$ cat config.mk
export PLATFORM = sky130hd
export DESIGN_NAME = fe_fetch_predict
export DESIGN_NICKNAME = d
export VERILOG_FILES = /design/src/rtl/fe_fetch_predict_pkg.sv /design/src/rtl/fe_fetch_predict_gshare.sv /design/src/rtl/fe_fetch_predict.sv
export SDC_FILE = /design/constraint.sdc
export NUM_CORES = 1
export LEC_CHECK = 0
export BUFFER_PORTS_ARGS = -buffer_cell sky130_fd_sc_hd__buf_2
export CAP_MARGIN = 20
export CORE_ASPECT_RATIO = 1.75
export CORE_UTILIZATION = 53
export CTS_CLUSTER_DIAMETER = 30
export DETAILED_ROUTE_END_ITERATION = 10
export PLACE_DENSITY = 0.85
export SYNTH_ARGS = -nofsm -noshare
export SYNTH_HDL_FRONTEND = slang
export SYNTH_SLANG_ARGS = --single-unit
$ cat constraint.sdc
create_clock -name clk -period 5.25 [get_ports clk]
set_clock_uncertainty 0.1 [all_clocks]
set_input_delay 1.05 -clock clk [delete_from_list [all_inputs] [get_ports clk]]
set_output_delay 1.05 -clock clk [all_outputs]
set_load 0.02 [all_outputs]
$ cat src/rtl/fe_fetch_predict_pkg.sv
// Shared widths, reset constants and latch/AGEX bundle layouts for the fetch stage.
package fe_fetch_predict_pkg;

  localparam int DBITS          = 32;
  localparam int PHT_IDX_BITS   = 10;
  localparam int GHR_BITS       = 10;
  localparam int BTB_ENTRIES    = 16;
  localparam int BTB_IDX_BITS   = $clog2(BTB_ENTRIES);
  localparam int BTB_TAG_BITS   = DBITS - BTB_IDX_BITS - 2;
  localparam int PHT_ENTRIES    = 1 << PHT_IDX_BITS;
  localparam int FE_LATCH_WIDTH = 171;
  localparam int AGEX_FE_WIDTH  = 79;

  localparam logic [DBITS-1:0] START_PC    = 32'h0;
  localparam logic [1:0]       PHT_WEAK_NT = 2'b01;

  // First member is the MSB of the flat bus.
  typedef struct packed {
    logic                    valid;
    logic [DBITS-1:0]        inst;
    logic [DBITS-1:0]        pc;
    logic [DBITS-1:0]        pcplus;
    logic [DBITS-1:0]        inst_count;
    logic [PHT_IDX_BITS-1:0] pht_index;
    logic [DBITS-1:0]        pred_pc;
  } fe_latch_t;

  typedef struct packed {
    logic                    br_mispred;
    logic [DBITS-1:0]        br_target;
    logic                    res_valid;
    logic                    res_is_cond;
    logic                    res_is_jmp;
    logic                    res_taken;
    logic [DBITS-1:0]        res_pc;
    logic [PHT_IDX_BITS-1:0] res_pht_index;
  } agex_fe_t;

  function automatic logic [1:0] sat_update(input logic [1:0] ctr, input logic taken);
    if (taken) return (ctr == 2'b11) ? ctr : ctr + 2'b01;
    else       return (ctr == 2'b00) ? ctr : ctr - 2'b01;
  endfunction

endpackage

$ cat src/rtl/fe_fetch_predict_gshare.sv
// Gshare PHT + global history + direct-mapped BTB: combinational lookup, registered training.
// Only compiled when FE_BPRED_EN is defined.
`ifdef FE_BPRED_EN
module fe_fetch_predict_gshare
  import fe_fetch_predict_pkg::*;
(
  input  logic                    clk,
  input  logic                    reset,
  input  logic [DBITS-1:0]        pc_i,
  output logic                    pred_taken_o,
  output logic [DBITS-1:0]        pred_target_o,
  output logic [PHT_IDX_BITS-1:0] pht_idx_o,
  input  logic                    train_valid_i,
  input  logic                    train_is_cond_i,
  input  logic                    train_is_jmp_i,
  input  logic                    train_taken_i,
  input  logic [DBITS-1:0]        train_pc_i,
  input  logic [DBITS-1:0]        train_target_i,
  input  logic [PHT_IDX_BITS-1:0] train_idx_i
);

  logic [1:0]              pht_q [PHT_ENTRIES];
  logic [GHR_BITS-1:0]     ghr_q, ghr_d;
  logic                    btb_valid_q  [BTB_ENTRIES];
  logic [BTB_TAG_BITS-1:0] btb_tag_q    [BTB_ENTRIES];
  logic                    btb_jmp_q    [BTB_ENTRIES];
  logic [DBITS-1:0]        btb_target_q [BTB_ENTRIES];

  logic [BTB_IDX_BITS-1:0] look_ent, train_ent;
  logic                    look_hit;
  logic                    pht_we, btb_we;
  logic [1:0]              pht_upd_d;
  logic                    unused_lsbs;

  assign unused_lsbs = ^{pc_i[1:0], train_pc_i[1:0]};

  assign pht_idx_o     = pc_i[PHT_IDX_BITS+1:2] ^ PHT_IDX_BITS'(ghr_q);
  assign look_ent      = pc_i[BTB_IDX_BITS+1:2];
  assign look_hit      = btb_valid_q[look_ent] &&
                         (btb_tag_q[look_ent] == pc_i[DBITS-1:BTB_IDX_BITS+2]);
  assign pred_taken_o  = look_hit && (btb_jmp_q[look_ent] || pht_q[pht_idx_o][1]);
  assign pred_target_o = btb_target_q[look_ent];

  assign train_ent = train_pc_i[BTB_IDX_BITS+1:2];
  assign pht_we    = train_valid_i && train_is_cond_i;
  assign btb_we    = train_valid_i && train_taken_i;
  assign pht_upd_d = sat_update(pht_q[train_idx_i], train_taken_i);
  // History is non-speculative: it only moves on resolved conditional branches.
  assign ghr_d     = pht_we ? {ghr_q[GHR_BITS-2:0], train_taken_i} : ghr_q;

  always_ff @(posedge clk) begin
    if (reset) begin
      for (int i = 0; i < PHT_ENTRIES; i++) pht_q[i] <= PHT_WEAK_NT;
      ghr_q <= '0;
    end else begin
      if (pht_we) pht_q[train_idx_i] <= pht_upd_d;
      ghr_q <= ghr_d;
    end
  end

  always_ff @(posedge clk) begin
    if (reset) begin
      for (int i = 0; i < BTB_ENTRIES; i++) btb_valid_q[i] <= 1'b0;
    end else if (btb_we) begin
      btb_valid_q[train_ent]  <= 1'b1;
      btb_tag_q[train_ent]    <= train_pc_i[DBITS-1:BTB_IDX_BITS+2];
      btb_jmp_q[train_ent]    <= train_is_jmp_i;
      btb_target_q[train_ent] <= train_target_i;
    end
  end

endmodule
`endif

$ cat src/rtl/fe_fetch_predict.sv
// RV32 fetch stage: PC, instruction count, FE latch and stall/mispredict priority.
// FE_BPRED_EN enables the gshare/BTB predictor; otherwise next PC is always PC+4.
module fe_fetch_predict
  import fe_fetch_predict_pkg::*;
(
  input  logic                      clk,
  input  logic                      reset,
  output logic [DBITS-1:0]          imem_addr,
  input  logic [DBITS-1:0]          imem_rdata,
  input  logic                      from_DE_to_FE,
  input  logic [AGEX_FE_WIDTH-1:0]  from_AGEX_to_FE,
  output logic [FE_LATCH_WIDTH-1:0] FE_latch_out
);

  agex_fe_t                agex;
  fe_latch_t               latch_q, latch_d;
  logic [DBITS-1:0]        pc_q, pc_d;
  logic [DBITS-1:0]        cnt_q, cnt_d;
  logic [DBITS-1:0]        pcplus;
  logic [DBITS-1:0]        pred_pc;
  logic [PHT_IDX_BITS-1:0] pht_idx;

  assign agex         = agex_fe_t'(from_AGEX_to_FE);
  assign pcplus       = pc_q + 32'd4;
  assign imem_addr    = pc_q;
  assign FE_latch_out = latch_q;

`ifdef FE_BPRED_EN
  logic             pred_taken;
  logic [DBITS-1:0] pred_target;

  fe_fetch_predict_gshare u_gshare (
    .clk            (clk),
    .reset          (reset),
    .pc_i           (pc_q),
    .pred_taken_o   (pred_taken),
    .pred_target_o  (pred_target),
    .pht_idx_o      (pht_idx),
    .train_valid_i  (agex.res_valid),
    .train_is_cond_i(agex.res_is_cond),
    .train_is_jmp_i (agex.res_is_jmp),
    .train_taken_i  (agex.res_taken),
    .train_pc_i     (agex.res_pc),
    .train_target_i (agex.br_target),
    .train_idx_i    (agex.res_pht_index)
  );

  assign pred_pc = pred_taken ? pred_target : pcplus;
`else
  logic unused_train;

  assign unused_train = ^{agex.res_valid, agex.res_is_cond, agex.res_is_jmp,
                          agex.res_taken, agex.res_pc, agex.res_pht_index};
  assign pred_pc      = pcplus;
  assign pht_idx      = '0;
`endif

  // Mispredict beats stall: decode stalls during a redirect, but the bubble must still go in.
  always_comb begin
    pc_d    = pc_q;
    cnt_d   = cnt_q;
    latch_d = latch_q;
    if (agex.br_mispred) begin
      pc_d    = agex.br_target;
      latch_d = '0;
    end else if (!from_DE_to_FE) begin
      latch_d = '{valid:      1'b1,
                  inst:       imem_rdata,
                  pc:         pc_q,
                  pcplus:     pcplus,
                  inst_count: cnt_q,
                  pht_index:  pht_idx,
                  pred_pc:    pred_pc};
      pc_d    = pred_pc;
      cnt_d   = cnt_q + 32'd1;
    end
  end

  always_ff @(posedge clk) begin
    if (reset) begin
      pc_q    <= START_PC;
      cnt_q   <= '0;
      latch_q <= '0;
    end else begin
      pc_q    <= pc_d;
      cnt_q   <= cnt_d;
      latch_q <= latch_d;
    end
  end

endmodule

==> results of run 1 <==
[metal layers]
metal / vias to the layer above / GRT usage
met4: 0 / 0.112
met5: - / 0
met3: 45 / 0.0490
met1: 3377 / 0.290
li1: 3449 / -
met2: 267 / 0.469
[logic make-up after synthesis]
| logic type | Yosys count | synth area share |
|---|---|---|
| DFF | 191 | 0.456 |
| buffers and inverters | 126 | 0.0798 |
| other | 1 | 0.000447 |
| xor gates and xnor gates | 81 | 0.0846 |
| and+or+nand+nor | 322 | 0.189 |
| muxes | 103 | 0.123 |
| AOI/OAI and AO/OA | 100 | 0.0647 |
| adders and majority gates | 2 | 0.00298 |
[power by group]
part,internal (mW),switching (mW)
logic,0.114,0.187
clock network,0.687,0.601
registers,1.49,0.0524
total,2.29,0.840
[worst max-delay path, delay by kind of cell]
kind,cells,cell delay (ns)
buf+inv,2,1.34
simple gates,3,0.48
mux,1,0.13
xor+xnor,1,0.06
[synth_stat cells (2+ instances only)]
library cell / number / area (µm²)
dfxtp_1: 191 / 3820
nor2_1: 164 / 616
mux2i_1: 103 / 1030
a21oi_1: 53 / 265
xnor2_1: 49 / 429
buf_4: 46 / 345
clkbuf_1: 39 / 146
nand3_1: 37 / 185
nand2_1: 36 / 135
xor2_1: 32 / 280
o21ai_0: 27 / 135
buf_2: 19 / 95.1
inv_1: 18 / 67.6
nand4_1: 16 / 100
nor3_1: 14 / 70.1
o21a_1: 11 / 82.6
nor4_1: 10 / 62.6
and3_1: 8 / 50.1
and4_1: 6 / 52.6
nor2b_1: 6 / 37.5
o22ai_1: 6 / 37.5
nand4_2: 4 / 50.1
and2_1: 3 / 18.8
buf_1: 3 / 11.3
nor4_4: 3 / 63.8
or3_1: 3 / 18.8
ha_1: 2 / 25.0
nand2b_1: 2 / 12.5
nand3_2: 2 / 20.0
nand4b_1: 2 / 17.5
[final timing paths]
path,from,end,slack [ns],cells past startpoint
max reg2reg,imem_addr[2],imem_addr[28],2.65,6
min,FE_latch_out[170],FE_latch_out[170],0.36,1
max,from_DE_to_FE,imem_addr[8],2.33,7
min reg2reg,FE_latch_out[170],FE_latch_out[170],0.36,1
[flip-flops by register name, summed over array words and instances, names as in the netlist]
signal	cells
FE_latch_out	127
cnt_q	32
imem_addr	32
[cell type report]
cell class                 count  area (µm²)
clock buffer                  18         439
fill                        1259        5390
timing repair buffer         266        1350
inverter                      19        71.3
tap                          186         233
sequential                   191        3820
clock inverter                13         149
multi-input combinational    618        3930
[per-stage QoR]
stage,setup WS [ns],utilization
6_report,2.33,0.650
5_1_grt,2.16,0.650
4_1_cts,2.33,0.650
3_3_place_gp,1.90,0.612
2_1_floorplan,2.75,-
3_5_place_dp,1.88,0.612
==> summary.md, run 1 <==
| Metric | Value |
|---|---|
| Detail Route Antenna Nets | `0` |
| Antenna diodes | `0` |
| MaxCap Viol Count | `0` |
| Via Count | `7138` |
| # setup viols final | `0` |
| Hold Vio Cnt, Final | `0` |
| Fmax | `342 MHz` |
| First-pass GRT wire length | `approximately 34000 µm` |
| Initial antenna violation count | `0` |
| Total setup buffers inserted after CTS | `0` |
| Drt pass-1 iters | `6` |
| Die width | `~97 µm` |
| Die area | `~16000 µm²` |
| Number of H-tree levels | `4` |
| Final Slew Violations | `0` |
| Height of the die | `roughly 170 µm` |
| Met2 WL | `11600 µm` |
| Clock transition at the registers of the reported paths | `0.07 ns` |
| Final wirelength | `between 20000 and 25000 µm` |
| Sink Count | `191` |
| Boundary Pins | `roughly 320` |
| Min Tclk post-route | `2.92 ns` |
| Met1 wire length | `8360 µm` |
| Syn Inst Count | `926` |
| CP Class | `input port to flop` |
| Clk root buf | `clkbuf_16` |
| Layout cell share with drive strength beyond 1 | `0.276` |
| #FFs+latches synth | `191` |
| Max clock buf depth | `2` |
| Async S/R FF share, synth | `0` |
| Slowest CP cell | `buf_4` |
| Gr ovfl total | `0` |
| Worst Path Max Fanout | `71` |
| Outcome | `finished, final reports clean` |
| Pleak | `~4.7 nW` |
| Final TNS setup | `0 ns` |
| Worst hold-check path type | `flop to flop` |
| Critical path required time | `5.43 ns` |
| Nets@finish | `1229` |
| Worst hold slack | `0.358 ns` |
| Met3 routed WL | `1150 µm` |
| Placer Congestion | `0.878` |
| EDFF count, synth | `0` |
| Commonest non-fill, non-tap cell in the layout | `buf_2` |
| Starting Density | `0.545` |
| Row count | `60` |
| IO Port Bufs | `260` |
| Total number of yosys warnings | `0` |
| Post_cts resized | `0` |
| Avg WL per Cell | `16.6 µm` |
| Post-route insts no fill | `1311` |
| Post-DP HPWL | `between 15000 and 20000 µm` |
| Worst-skew pair later-pin latency | `0.43 ns` |
| CTS Buf Count | `17` |
| Post-synth cell types | `41` |
| Total power | `3.13 mW` |
| CP endpoint kind | `flop` |
| Starting DRT DRC Count | `294` |
| Tcrit/Tclk final | `0.556` |
| Hold Buf Count CTS | `0` |
| Sequential area share after synthesis | `0.456` |
| Drt via density | `5.44` |
| Avg Inst Size Synth | `9.06 µm²` |
| Max incr delay on CP | `0.78 ns` |
| CP arrival | `3.10 ns` |
| Worst slew pin tran | `~0.86 ns` |
| Commonest cells after routing, fill and taps aside | `buf_2 (259), dfxtp_1 (191), nor2_1 (164)` |
| Layout area overhead | `19.2%` |
| Critical Path, Cell by Cell | `buf_6 > buf_4 > and4b_1 > nand3_1 > xnor2_1 > mux2i_1 > nor2_1` |
| Unrepaired setup endpoints after global routing | `no` |
| Post-Layout Inst Area | `10000 µm²` |
| DR DRC count | `0` |
| CP startpoint kind | `input port` |
| Placed cell count | `1280` |
| Largest net degree at the start of global routing | `72` |
| Power Dens Cells | `313 nW/µm²` |
| GRT Overall Usage | `0.258` |
| Synthesized area | `8390 µm²` |
| Cell Area, Placed | `9410 µm²` |
| Top FF cell, synth | `dfxtp_1` |
| Area of the core | `15400 µm²` |
| Max IR drop VDD | `0.222 mV` |
| Max-Slew Margin vs Limit | `0.422` |
| Max layer used | `met4` |
| CTS tree | `done` |
| Vias in the first global route | `6591` |
Power figures use the tool's default switching activity.
==> run 2: changes to the inputs <==
CORE_UTILIZATION = 45   (was 53)
PLACE_DENSITY = 0.77   (was 0.85)
clock period = 2.6 ns   (was 5.25 ns; I/O delays follow)
==> summary.md, run 2 (same netlist as run 1, synthesis figures left out) <==
| Metric | Value |
|---|---|
| Outcome | `finished, final reports clean` |
| Layout cell share with drive strength beyond 1 | `0.290 (+0.0139)` |
| Slowest CP cell | `nor4_4` |
| Detail Route Antenna Nets | `0 (unchanged)` |
| Critical path required time | `2.83 ns (-2.60 ns)` |
| Vias in the first global route | `6789 (+3.0%)` |
| CP startpoint kind | `flop` |
| Avg WL per Cell | `16.2 µm (-2.4%)` |
| Switching part of the total | `0.272 (+0.00380)` |
| # setup viols final | `0 (unchanged)` |
| IO Port Bufs | `260 (unchanged)` |
| Boundary Pins | `317 (unchanged)` |
| Height of the die | `183 µm (+8.4%)` |
| Reg power frac | `0.474 (-0.018)` |
| Drt via density | `5.16 (-5.2%)` |
| Clock transition at the registers of the reported paths | `0.08 ns (about the same)` |
| Placer Congestion | `0.878 (unchanged)` |
| Critical Path Most Common Cell | `nand3_2` |
| Fmax | `447 MHz` |
| Commonest non-fill, non-tap cell in the layout | `buf_2` |
| Max-Slew Margin vs Limit | `0.533 (+0.111)` |
| Tcrit/Tclk final | `0.861` |
| Post_cts resized | `0 (unchanged)` |
| Final wirelength | `22400 µm (+2.9%)` |
| Power Dens Cells | `632 nW/µm² (+100%)` |
| Gr ovfl total | `0 (unchanged)` |
| First-pass GRT wire length | `35300 µm (+4.8%)` |
| Largest net degree at the start of global routing | `66 (-8.3%)` |
| Min Tclk post-route | `2.24 ns` |
| Max clock buf depth | `2 (unchanged)` |
| Hold Buf Count CTS | `0 (unchanged)` |
| Pleak | `4.79 nW (+2.9%)` |
| Starting Density | `0.463 (-0.0825)` |
| Row count | `65 (+8.3%)` |
| Total setup buffers inserted after CTS | `0 (unchanged)` |
| Comb power frac | `0.102 (+0.006)` |
| Die width | `105 µm (+8.4%)` |
| Via Count | `7136 (-0.028%)` |
| Commonest cells after routing, fill and taps aside | `buf_2 (259), dfxtp_1 (191), nor2_1 (164)` |
| Max FFs per register | `127 (unchanged)` |
| Drt pass-1 iters | `5 (-1)` |
| CP Class | `flop to flop` |
| Nets@finish | `1250 (+1.7%)` |
| FF/Latch Area | `3820 µm² (unchanged)` |
| Placed cell count | `1349 (+5.4%)` |
| Layout area overhead | `22.6%` |
| Number of H-tree levels | `4 (unchanged)` |
| CP endpoint kind | `flop` |
| Int Pwr | `4.73 mW (+110%)` |
| Unrepaired setup endpoints after global routing | `no` |
| Max incr delay on CP | `0.63 ns (-0.15 ns)` |
| Critical Path, Cell by Cell | `nand3_2 > nor4_4 > nand3_2 > o21a_1 > o31a_1` |
| Starting DRT DRC Count | `329 (+12%)` |
| Max IR drop VDD | `0.590 mV (+170%)` |
| Post-DP HPWL | `16300 µm (+6.0%)` |
| Hold Vio Cnt, Final | `0 (unchanged)` |
| Sink Count | `191 (unchanged)` |
| Worst slew pin tran | `0.698 ns (-0.166 ns)` |
| CP arrival | `2.47 ns (-0.63 ns)` |
| Area occupied by multi-input gates | `3930 µm² (unchanged)` |
| Worst-skew pair later-pin latency | `0.44 ns (about the same)` |
| Area of the core | `18100 µm² (+18%)` |
| MaxCap Viol Count | `0 (unchanged)` |
| DR DRC count | `0 (unchanged)` |
| Worst Path Max Fanout | `9 (-87%)` |
| Clock group share of total power | `0.424 (+0.012)` |
| Final TNS setup | `0 ns (unchanged)` |
| Clk root buf | `clkbuf_16` |
| Post-route insts no fill | `1382 (+5.4%)` |
| CTS tree | `done` |
| Final Slew Violations | `0 (unchanged)` |
| GRT Overall Usage | `0.235 (-0.0233)` |
| Initial antenna violation count | `2 (+2)` |
| Worst hold-check path type | `input port to flop` |
| Filler cells | `1631 (+30%)` |
| CTS Buf Count | `17 (unchanged)` |
| Die area | `19200 µm² (+17%)` |
| Switching pwr | `1.77 mW (+110%)` |
## run 2: final cells by class
class	count	share of cell area
Timing Repair Buffer	287	0.151
Multi-Input combinational cell	618	0.382
Antenna cell	1	0.000243
Clock inverter	15	0.0181
Tap cell	234	0.0285
Clock buffer	17	0.0414
Inverter	19	0.00694
Sequential cell	191	0.372
## run 2: power groups by stage
stage / Sequential, mW / Clock, mW / Combinational [mW]
6_report: 3.08 / 2.76 / 0.662
5_1_grt: 3.09 / 2.93 / 0.713
4_1_cts: 3.08 / 2.81 / 0.666
3_5_place_dp: 3.15 / 0 / 0.664
3_3_place_gp: 3.14 / 0 / 0.655
2_1_floorplan: 3.22 / 0 / 0.380
## run 2: metal layers
layer / routed length, µm / track usage / vias to the layer above
met2: 12000 / 0.433 / 243
met4: 614 / 0.107 / 2
met5: 10 / 0 / -
met3: 1070 / 0.0464 / 43
li1: - / - / 3480
met1: 8690 / 0.255 / 3368
## run 2: stage by stage
step	worst slack (ns)	power, mW	hold WS (ns)	cell area (µm²)	utilization
2_1_floorplan	0.528	3.60	0.366	8420	-
3_3_place_gp	0.409	3.80	0.336	9670	0.533
3_5_place_dp	0.386	3.81	0.339	9670	0.533
4_1_cts	0.371	6.56	0.201	10300	0.567
5_1_grt	0.229	6.73	0.202	10300	0.567
6_report	0.362	6.50	0.214	10300	0.567
## run 2: final timing paths
check,start,end,slack [ns],depth (start not counted)
max,imem_addr[6],imem_addr[23],0.36,5
min,from_AGEX_to_FE[51],imem_addr[5],0.21,3
max reg2reg,imem_addr[6],imem_addr[23],0.36,5
min reg2reg,FE_latch_out[170],FE_latch_out[170],0.36,1
## run 2: worst max-delay path: cells and delay by family, from the launching register on
kind	cells	cell delay (ns)
and+or+nand+nor	3	1.07
DFF	1	0.53
AOI/OAI and AO/OA	2	0.42
